--- config.mk ---
export PLATFORM = sky130hd
export DESIGN_NAME = flappy_engine_flat
export DESIGN_NICKNAME = d
export VERILOG_FILES = /design/src/rtl/flappy_if.sv /design/src/rtl/flappy_engine.sv /design/src/flat_wrapper.sv
export SDC_FILE = /design/constraint.sdc
export NUM_CORES = 1
export LEC_CHECK = 0
export ABC_AREA = 1
export CORE_UTILIZATION = 50
export CTS_CLUSTER_DIAMETER = 200
export DETAILED_ROUTE_END_ITERATION = 6
export PLACE_DENSITY = 0.76
export RECOVER_POWER = 25
export SYNTH_ARGS = -nofsm -noshare
export SYNTH_HDL_FRONTEND = slang
export SYNTH_SLANG_ARGS = --single-unit
--- constraint.sdc ---
create_clock -name clk -period 57.2 [get_ports clk]
set_input_delay 17.16 -clock clk [delete_from_list [all_inputs] [get_ports clk]]
set_output_delay 17.16 -clock clk [all_outputs]
set_load 0.02 [all_outputs]
--- src/rtl/flappy_if.sv ---
// Engine-side bundle between the stdin io block, the game engine and the ANSI view.
interface flappy_if #(
    parameter int COORD_W = 8,
    parameter int N_PIPE  = 3,
    parameter int SCORE_W = 16
);
    logic                          key;
    logic [COORD_W-1:0]            n_row;
    logic [COORD_W-1:0]            n_col;
    logic [1:0]                    scene;
    logic [COORD_W-1:0]            altitude;
    logic                          is_flapping;
    logic [3*COORD_W*N_PIPE-1:0]   pipes;
    logic [SCORE_W-1:0]            score;

    modport master (
        output key, n_row, n_col,
        input  scene, altitude, is_flapping, pipes, score
    );

    modport slave (
        input  key, n_row, n_col,
        output scene, altitude, is_flapping, pipes, score
    );
endinterface

--- src/rtl/flappy_engine.sv ---
// Frame-rate game-state engine for terminal Flappy Bird: fixed-point bird physics,
// a ring of N_PIPE scrolling pipes with LFSR gaps, scoring and auto-restart.
module flappy_engine #(
    parameter int           N_PIPE       = 3,
    parameter int           COORD_W      = 8,
    parameter int           FRAC_W       = 8,
    parameter int           GAP_LEN      = 8,
    parameter int           PIPE_SPACING = 50,
    parameter int           SCROLL_DIV   = 3,
    parameter int           BIRD_COL     = 10,
    parameter int           KP_BUFLEN    = 5,
    parameter int           ACC1         = -4,
    parameter int           ACC2         = -6,
    parameter int           VEL_BND      = 26,
    parameter int           VEL0         = 70,
    parameter int           GO_HOLD      = 90,
    parameter int           SCORE_W      = 16,
    parameter logic [15:0]  LFSR_SEED    = 16'hACE1
) (
    input  logic     clk,
    input  logic     rst_n,
    flappy_if.slave  bus
);
    localparam int Y_W   = COORD_W + FRAC_W + 2;
    localparam int CNT_W = (SCROLL_DIV > 1) ? $clog2(SCROLL_DIV) : 1;
    localparam int GO_W  = (GO_HOLD > 1) ? $clog2(GO_HOLD) : 1;

    localparam logic [1:0] SPLASH   = 2'd0;
    localparam logic [1:0] PLAYING  = 2'd1;
    localparam logic [1:0] GAMEOVER = 2'd2;

    localparam logic [CNT_W-1:0]       CNT_LAST  = CNT_W'(SCROLL_DIV - 1);
    localparam logic [GO_W-1:0]        GO_LAST   = GO_W'(GO_HOLD - 1);
    localparam logic signed [Y_W-1:0]  ACC1_S    = Y_W'(ACC1);
    localparam logic signed [Y_W-1:0]  ACC2_S    = Y_W'(ACC2);
    localparam logic signed [Y_W-1:0]  VEL0_S    = Y_W'(VEL0);
    localparam logic signed [Y_W-1:0]  VEL_BND_S = Y_W'(VEL_BND);
    localparam logic signed [Y_W-1:0]  Y_MAX     = {1'b0, {(Y_W-1){1'b1}}};
    localparam logic signed [Y_W-1:0]  Y_MIN     = {1'b1, {(Y_W-1){1'b0}}};
    localparam logic [COORD_W-1:0]     HIT_LO    = COORD_W'(BIRD_COL - 6);
    localparam logic [COORD_W-1:0]     HIT_HI    = COORD_W'(BIRD_COL + 2);

    function automatic logic signed [Y_W-1:0] sat_add(input logic signed [Y_W-1:0] p,
                                                      input logic signed [Y_W-1:0] q);
        logic signed [Y_W:0] s;
        s = {p[Y_W-1], p} + {q[Y_W-1], q};
        if (s[Y_W] != s[Y_W-1])
            return s[Y_W] ? Y_MIN : Y_MAX;
        return s[Y_W-1:0];
    endfunction

    function automatic logic [SCORE_W-1:0] sat_inc(input logic [SCORE_W-1:0] s);
        return (&s) ? s : s + SCORE_W'(1);
    endfunction

    logic [1:0]               scene;
    logic signed [Y_W-1:0]    y, v, a;
    logic [KP_BUFLEN-1:0]     kpbuf;
    logic                     is_flapping;
    logic [COORD_W-1:0]       pos  [N_PIPE];
    logic [COORD_W-1:0]       pmin [N_PIPE];
    logic [COORD_W-1:0]       pmax [N_PIPE];
    logic [CNT_W-1:0]         cnt;
    logic [GO_W-1:0]          go_cnt;
    logic [SCORE_W-1:0]       score;
    logic [15:0]              lfsr;

    logic                     flap, hit, dead, step, recycle, world_init;
    logic [COORD_W-1:0]       altitude, min_init, new_min;
    logic [15:0]              gap_rng;
    logic signed [Y_W-1:0]    top_y, y_init, y_sum, v_sum;
    logic                     unused_n_col;

    assign unused_n_col = ^bus.n_col;

    assign flap     = |kpbuf;
    assign top_y    = {2'b00, bus.n_row - COORD_W'(1), {FRAC_W{1'b0}}};
    assign y_init   = {3'b000, bus.n_row[COORD_W-1:1], {FRAC_W{1'b0}}};
    assign min_init = (bus.n_row - COORD_W'(GAP_LEN)) >> 1;
    assign gap_rng  = 16'(bus.n_row - COORD_W'(GAP_LEN));
    assign new_min  = COORD_W'(lfsr % gap_rng);
    assign y_sum    = sat_add(y, v);
    assign v_sum    = sat_add(v, a);
    assign altitude = y[Y_W-1] ? '0 : y[FRAC_W +: COORD_W];

    assign hit        = (pos[0] >= HIT_LO) && (pos[0] <= HIT_HI) &&
                        ((altitude <= pmin[0]) || (altitude >= pmax[0]));
    assign dead       = (scene == PLAYING) && (y[Y_W-1] || hit);
    assign step       = (scene == PLAYING) && (cnt == CNT_LAST);
    assign recycle    = step && (pos[0] == '0);
    assign world_init = !rst_n || ((scene == GAMEOVER) && (go_cnt == GO_LAST));

    // The LFSR free-runs through every scene so each game sees fresh gaps.
    always_ff @(posedge clk) begin
        if (!rst_n)
            lfsr <= LFSR_SEED;
        else
            lfsr <= {lfsr[14:0], lfsr[15] ^ lfsr[13] ^ lfsr[12] ^ lfsr[10]};
    end

    // Score survives the auto-restart; only a new start or reset clears it.
    always_ff @(posedge clk) begin
        if (!rst_n)
            score <= '0;
        else if ((scene == SPLASH) && bus.key)
            score <= '0;
        else if (step && (pos[0] == HIT_LO) && !dead)
            score <= sat_inc(score);
    end

    always_ff @(posedge clk) begin
        if (world_init) begin
            scene       <= SPLASH;
            y           <= y_init;
            v           <= VEL0_S;
            a           <= ACC1_S;
            is_flapping <= 1'b0;
            kpbuf       <= '0;
            cnt         <= '0;
            go_cnt      <= '0;
            for (int i = 0; i < N_PIPE; i++) begin
                pos[i]  <= COORD_W'(PIPE_SPACING * (i + 1));
                pmin[i] <= min_init;
                pmax[i] <= min_init + COORD_W'(GAP_LEN);
            end
        end else begin
            kpbuf <= {bus.key, kpbuf[KP_BUFLEN-1:1]};
            case (scene)
                SPLASH: begin
                    if (bus.key)
                        scene <= PLAYING;
                end
                PLAYING: begin
                    a           <= (v > VEL_BND_S) ? ACC1_S : ACC2_S;
                    is_flapping <= flap;
                    // Ceiling clamp takes priority over a flap.
                    if (y_sum > top_y) begin
                        y <= top_y;
                        v <= '0;
                    end else begin
                        y <= y_sum;
                        v <= flap ? VEL0_S : v_sum;
                    end
                    cnt <= (cnt == CNT_LAST) ? '0 : cnt + CNT_W'(1);
                    if (recycle) begin
                        for (int i = 0; i < N_PIPE - 1; i++) begin
                            pos[i]  <= pos[i+1];
                            pmin[i] <= pmin[i+1];
                            pmax[i] <= pmax[i+1];
                        end
                        pos[N_PIPE-1]  <= pos[N_PIPE-1] + COORD_W'(PIPE_SPACING);
                        pmin[N_PIPE-1] <= new_min;
                        pmax[N_PIPE-1] <= new_min + COORD_W'(GAP_LEN);
                    end else if (step) begin
                        for (int i = 0; i < N_PIPE; i++)
                            pos[i] <= pos[i] - COORD_W'(1);
                    end
                    if (dead)
                        scene <= GAMEOVER;
                end
                GAMEOVER: begin
                    go_cnt <= go_cnt + GO_W'(1);
                end
                default: begin
                    scene <= SPLASH;
                end
            endcase
        end
    end

    assign bus.scene       = scene;
    assign bus.altitude    = altitude;
    assign bus.is_flapping = is_flapping;
    assign bus.score       = score;

    for (genvar g = 0; g < N_PIPE; g++) begin : g_pipes
        assign bus.pipes[3*COORD_W*g +: 3*COORD_W] = {pos[g], pmax[g], pmin[g]};
    end
endmodule

--- src/flat_wrapper.sv ---
// flat-port wrapper written by rule: the top's interface ports become plain ports
module flappy_engine_flat 
#(
    parameter int           N_PIPE       = 3,
    parameter int           COORD_W      = 8,
    parameter int           FRAC_W       = 8,
    parameter int           GAP_LEN      = 8,
    parameter int           PIPE_SPACING = 50,
    parameter int           SCROLL_DIV   = 3,
    parameter int           BIRD_COL     = 10,
    parameter int           KP_BUFLEN    = 5,
    parameter int           ACC1         = -4,
    parameter int           ACC2         = -6,
    parameter int           VEL_BND      = 26,
    parameter int           VEL0         = 70,
    parameter int           GO_HOLD      = 90,
    parameter int           SCORE_W      = 16,
    parameter logic [15:0]  LFSR_SEED    = 16'hACE1
)
  (clk, rst_n, bus_key, bus_n_row, bus_n_col, bus_scene, bus_altitude, bus_is_flapping, bus_pipes, bus_score);
  flappy_if #(.COORD_W(COORD_W), .N_PIPE(N_PIPE), .SCORE_W(SCORE_W)) bus_i ();
  input  logic clk;
  input  logic rst_n;
  input wire logic [$bits(bus_i.key)-1:0] bus_key;
  input wire logic [$bits(bus_i.n_row)-1:0] bus_n_row;
  input wire logic [$bits(bus_i.n_col)-1:0] bus_n_col;
  output wire logic [$bits(bus_i.scene)-1:0] bus_scene;
  output wire logic [$bits(bus_i.altitude)-1:0] bus_altitude;
  output wire logic [$bits(bus_i.is_flapping)-1:0] bus_is_flapping;
  output wire logic [$bits(bus_i.pipes)-1:0] bus_pipes;
  output wire logic [$bits(bus_i.score)-1:0] bus_score;
  assign bus_i.key = bus_key;
  assign bus_i.n_row = bus_n_row;
  assign bus_i.n_col = bus_n_col;
  assign bus_scene = bus_i.scene;
  assign bus_altitude = bus_i.altitude;
  assign bus_is_flapping = bus_i.is_flapping;
  assign bus_pipes = bus_i.pipes;
  assign bus_score = bus_i.score;
  flappy_engine #(.N_PIPE(N_PIPE), .COORD_W(COORD_W), .FRAC_W(FRAC_W), .GAP_LEN(GAP_LEN), .PIPE_SPACING(PIPE_SPACING), .SCROLL_DIV(SCROLL_DIV), .BIRD_COL(BIRD_COL), .KP_BUFLEN(KP_BUFLEN), .ACC1(ACC1), .ACC2(ACC2), .VEL_BND(VEL_BND), .VEL0(VEL0), .GO_HOLD(GO_HOLD), .SCORE_W(SCORE_W), .LFSR_SEED(LFSR_SEED)) u_core (.clk(clk), .rst_n(rst_n), .bus(bus_i));
endmodule
==> results of run 1 <==
-- cells in the final DEF (no fill, tap or decap), drive strengths merged, types with 37 or more instances in the layout --
cell           count
edfxtp            70
o21ai            160
or2               37
xor2              52
nor2             153
ha               200
clkdlybuf4s50     46
dlygate4sd3       63
xnor2             48
inv              314
dfxtp             80
nand3            190
a21oi            136
nand2            573
-- final cells by class --
type / instances / area, um2
Fill cell: 2917 / 13600
Multi-Input combinational cell: 1747 / 10970
Sequential cell: 150 / 3704
Inverter: 311 / 1172
Timing Repair Buffer: 119 / 1166
Tap cell: 402 / 503.0
Clock buffer: 18 / 429.2
Clock inverter: 14 / 167.7
Antenna cell: 2 / 5.005
-- routing by layer --
metal	routed length (um)	up-vias	track usage [%]	part of all wire [%]
li1	-	7717	-	-
met5	0	-	0	0
met2	20460	409	45.78	49
met4	1216	0	9.815	2.9
met1	18320	7103	30.93	44
met3	2003	85	2.355	4.8
-- sequential cells by signal (all words and copies together) (netlist names) --
register	count
u_core.bus.is_flapping	1
u_core.kpbuf	5
u_core.bus.score	16
u_core.cnt	2
u_core.go_cnt	7
u_core.y	18
u_core.pmin	24
u_core.pos	24
u_core.bus.scene	2
u_core.a	2
u_core.lfsr	16
u_core.v	18
u_core.pmax	15
-- cell families after synthesis --
group	count (synthesis)
adders and majority gates	203
buffers and inverters	376
xor gates and xnor gates	100
and+or+nand+nor	1055
DFF	150
muxes	1
AOI/OAI and AO/OA	388
-- per-stage QoR --
step | util [%] | std cells | cell area [um2] | hold WS, ns | setup WS (ns)
2_1_floorplan | - | 2273 | 16210 | 0.4087 | 16.84
3_3_place_gp | 55.22 | 2729 | 17510 | 0.4133 | 11.95
3_5_place_dp | 55.22 | 2729 | 17510 | 0.4221 | 11.04
4_1_cts | 57.10 | 2761 | 18110 | 0.4320 | 11.37
5_1_grt | 57.10 | 2761 | 18110 | 0.4404 | 8.509
6_report | 57.11 | 2763 | 18110 | 0.4340 | 11.29
-- how the worst min path moves through the flow --
stage | from | to | depth (start not counted)
floorplan | u_core.kpbuf[1] | u_core.kpbuf[0] | 2
global placement | u_core.kpbuf[1] | u_core.kpbuf[0] | 2
detailed placement | u_core.kpbuf[1] | u_core.kpbuf[0] | 2
CTS | u_core.kpbuf[1] | u_core.kpbuf[0] | 2
global route | u_core.kpbuf[1] | u_core.kpbuf[0] | 2
finish | u_core.kpbuf[1] | u_core.kpbuf[0] | 2
-- critical path, delay by kind of cell --
kind	cells	cell delay [ns]
AND/OR/NAND/NOR	122	13.59
AO/OA/AOI/OAI	39	6.16
buffers and inverters	15	3.43
XOR/XNOR	1	0.14
adder cells (fa/ha/maj)	17	5.52
==> qor.txt, run 1 <==
core area: 0.03172 mm2
final layout net count: 2568
largest net degree at the start of global routing: 53
total number of yosys warnings: 0
number of vias in the routed layout: 15.31k
Die Outline Area: 0.03314 mm2
combined global-route utilization of all metal layers: 25.33%
data arrival time of the critical path: 46.10 ns
fmax: 21.78 MHz
maximum cell stage delay along the critical path: 0.59 ns
GP Congestion: 0.9390
Post-Syn Area per Cell: 7.131 um2
largest family of logic cells by synthesized area: simple AND/OR/NAND/NOR gates
CTS Buffer Depth: 2
final worst path period share: 80.26%
DRC Markers: 0
proportion of netlist area held by the largest area contributor: 15.44%
number of cells on the worst reg-to-reg path: 190
worst-margin pin slew: 1.117 ns
total detailed-routing wirelength: 42000 um
Worst EP required: 57.39 ns
cell row count: 65
synthesized-area fraction occupied by and/or/nand/nor cells: 31.27%
primary flip-flop cell chosen by synthesis mapping: sky130_fd_sc_hd__dfxtp_1
post-DR wirelength/cell: 15.20 um
number of port buffers: 109
H-tree level count: 4
post-synthesis to final-layout area growth: 11.76%
first-pass detailed-route iteration total: 5
initial antenna violation count: 2
result of the run: completed
iteration-0 DRC count of the detailed router: 979
multiplexer area fraction after synthesis: 0.06175%
worst slew slack as a fraction of its limit: 25.23%
final setup skew: 0.009220 ns
share of synthesized flip-flops with an asynchronous set or reset: 0%
aggregate global routing overflow: 0
setup repair after global routing missed its margin: no
synth unique cells: 71
maxcap violations: 0
cell mode on critical path: sky130_fd_sc_hd__nand2_1
Synth Area in XOR/XNOR: 5.450%
number of instances in the synthesized netlist: 2273
Syn Nets: 2495
IO Count: 118
total setup violations reported at the end of the flow: 0
DIE WIDTH: 182.1 um
endpoint of the lowest-slack register-to-register path: u_core.pmax[0][22]
TritonCTS Buffers: 17
fraction of the mapped netlist area in compound gates: 15.06%
post_cts resized: 0
most instantiated library cell after synthesis: sky130_fd_sc_hd__nand2_1
crit path launch: bus_n_row[3]
classification of the worst-slack hold path: reg2reg
Chip Height: 182.1 um
flops & latches, synth: 150
clock insertion delay at the later pin of the skew report: 0.43 ns
final hold violation count: 0
Initial Utilization: 51.10%
commonest cells in the netlist: sky130_fd_sc_hd__nand2_1 (509), sky130_fd_sc_hd__inv_1 (299), sky130_fd_sc_hd__ha_1 (200)
global-route wire length before repair: 69060 um
largest fanout on the critical path: 20
Post-Route Setup TNS: 0 ns
endpoint of the worst setup timing path: u_core.pmax[0][22]
DP Wirelength: 32580 um
remaining antenna violation count: 0
area leader, netlist: sky130_fd_sc_hd__ha_1
via/cell ratio: 5.543
critical setup path kind: in2reg
number of flops mapped to enable cells by yosys: 70
kind of start point of the critical path: primary input
TritonCTS clock tree: yes
sort of element at the end of the critical path: flip-flop
startpoint of the most critical register-to-register path: u_core.lfsr[0]
Root Driver: sky130_fd_sc_hd__clkbuf_16
vias in the first global route: 14.59k
CTS hold repair buffers: 0
Min Clock Period, post-route: 45.91 ns
final max-slew violation count: 0
minimum setup slack among reg-to-reg paths: 29.00 ns
clock transition at the register clock pins on the worst setup and hold paths after CTS: 0.07 ns
clock sink count: 150
top post-synthesis cells by area: sky130_fd_sc_hd__ha_1 (15%), sky130_fd_sc_hd__edfxtp_1 (13%), sky130_fd_sc_hd__nand2_1 (12%), sky130_fd_sc_hd__dfxtp_1 (9.9%), sky130_fd_sc_hd__inv_1 (6.9%)
Syn Std Cell Area: 0.01621 mm2
Worst path slowest cell: sky130_fd_sc_hd__inv_1
fraction of final layout cells with drive strength greater than 1: 12.04%
part of the Yosys area used for sequential elements: 22.85%
buffers inserted during post-CTS setup optimization: 0
synthesized-area fraction occupied by adder cells: 15.81%
Power of run 1 is not shown: default switching activity piles up to over one toggle a cycle in this logic, so the estimate is an artifact.
==> inputs of run 2 (changes only) <==
Clock period 57.2 ns to 47.2 ns, I/O delays scaled along.
==> run 2 against run 1 <==
Compared with the run above: sequential share of layout area about the same; cell count hardly changed; routed wire length is 1.9% lower; die area unchanged; first-iteration DRC count is 4.4% lower; critical endpoint unchanged.
==> qor.txt, run 2 (synthesis results as in run 1) <==
register area: 0.003704 mm2 (unchanged)
Root Driver: sky130_fd_sc_hd__clkbuf_16
H-tree level count: 4 (unchanged)
most common cell after layout, fill and taps aside: sky130_fd_sc_hd__nand2_1
final hold violation count: 0 (unchanged)
worst-case hold slack: 0.4321 ns (-0.001956 ns)
first-pass detailed-route iteration total: 5 (unchanged)
worst slew slack as a fraction of its limit: 20.86% (-4.4 points)
post_cts resized: 0 (unchanged)
CTS hold repair buffers: 0 (unchanged)
iteration-0 DRC count of the detailed router: 936 (-4.4%)
Worst EP required: 47.39 ns (-10.00 ns)
aggregate global routing overflow: 0 (unchanged)
maxcap violations: 0 (unchanged)
Post-Route Setup TNS: 0 ns (unchanged)
largest net degree at the start of global routing: 53 (unchanged)
core area: 0.03172 mm2 (unchanged)
sort of element at the end of the critical path: flip-flop
data arrival time of the critical path: 43.03 ns (-3.07 ns)
IO Count: 118 (unchanged)
standard cell area after detailed placement: 0.01751 mm2 (unchanged)
Filler Cells Inserted: 2947 (+1.0%)
final max-slew violation count: 0 (unchanged)
Chip Height: 182.1 um (unchanged)
TritonCTS clock tree: yes
largest fanout on the critical path: 20 (unchanged)
Initial Utilization: 51.10% (unchanged)
result of the run: completed
maximum cell stage delay along the critical path: 0.51 ns (-0.08 ns)
total detailed-routing wirelength: 41220 um (-1.9%)
GP Congestion: 0.9424 (+0.36%)
Worst path slowest cell: sky130_fd_sc_hd__fa_1
number of port buffers: 109 (unchanged)
global-route wire length before repair: 68480 um (-0.84%)
Top Registers: u_core.pmin x24, u_core.pos x24
number of vias in the routed layout: 15.21k (-0.71%)
Min Clock Period, post-route: 42.84 ns
final design area excluding fillers: 0.01808 mm2 (-0.19%)
initial antenna violation count: 1 (-1)
final worst path period share: 90.76%
TritonCTS Buffers: 17 (unchanged)
via/cell ratio: 5.505 (-0.68%)
buffers inserted during post-CTS setup optimization: 0 (unchanged)
area used by multi-input combinational logic: 0.01097 mm2 (unchanged)
total setup violations reported at the end of the flow: 0 (unchanged)
clock insertion delay at the later pin of the skew report: 0.44 ns (about the same)
fraction of final layout cells with drive strength greater than 1: 12.08% (+0.042 points)
vias in the first global route: 14.51k (-0.58%)
setup repair after global routing missed its margin: no
DP Wirelength: 32080 um (-1.5%)
clock transition at the register clock pins on the worst setup and hold paths after CTS: 0.07 ns (about the same)
Die Outline Area: 0.03314 mm2 (unchanged)
post-DR wirelength/cell: 14.92 um (-1.8%)
DIE WIDTH: 182.1 um (unchanged)
commonest cells after routing, fill and taps aside: sky130_fd_sc_hd__nand2_1 (509), sky130_fd_sc_hd__inv_1 (299), sky130_fd_sc_hd__ha_1 (200)
remaining antenna violation count: 0 (unchanged)
classification of the worst-slack hold path: reg2reg
worst-margin pin slew: 1.183 ns (+0.06526 ns)
post-synthesis to final-layout area growth: 11.55%
cell row count: 65 (unchanged)
kind of start point of the critical path: primary input
clock sink count: 150 (unchanged)
final setup skew: 0.01244 ns (+0.003219 ns)
critical setup path kind: in2reg
fmax: 23.34 MHz
cell mode on critical path: sky130_fd_sc_hd__nand2_1
CTS Buffer Depth: 2 (unchanged)
final layout net count: 2568 (unchanged)
DRC Markers: 0 (unchanged)
combined global-route utilization of all metal layers: 25.07% (-0.26 points)
[run 2: through the flow]
stage,utilization [%],cells,setup slack (ns)
floorplan,-,2273,9.845
global placement,55.22,2729,4.958
detailed placement,55.22,2729,4.154
CTS,57.00,2761,4.512
global route,57.00,2761,1.454
finish,57.01,2762,4.360
[run 2: final cells by class]
type	count	share of cell area, %
multi-input cells	1747	60.66
flip-flops and latches	150	20.48
inverters	311	6.484
repair buffers	119	6.449
well taps	402	2.782
clock buffers	17	2.353
clock inverters	15	0.7750
diodes	1	0.01384
[run 2: per-layer routing]
metal / share of wire, % / global-route usage, %
met2: 48 / 45.30
met4: 2.4 / 8.538
met1: 45 / 30.77
met3: 3.9 / 2.794
met5: 0 / 0
[run 2: final timing paths]
check	from	slack (ns)	depth (start not counted)	end
min reg2reg	u_core.kpbuf[1]	0.43	2	u_core.kpbuf[0]
min	u_core.kpbuf[1]	0.43	2	u_core.kpbuf[0]
max reg2reg	u_core.lfsr[0]	19.05	190	u_core.pmax[0][22]
max	bus_n_row[3]	4.36	194	u_core.pmax[0][22]
[run 2: critical path, delay by kind of cell]
| kind | cells | cell delay [ns] |
|---|---|---|
| compound gates | 39 | 6.04 |
| xor+xnor | 1 | 0.14 |
| fa+ha+maj | 17 | 5.59 |
| buf+inv | 15 | 3.24 |
| simple gates | 122 | 13.71 |
Power of run 2 is left out for the same reason.
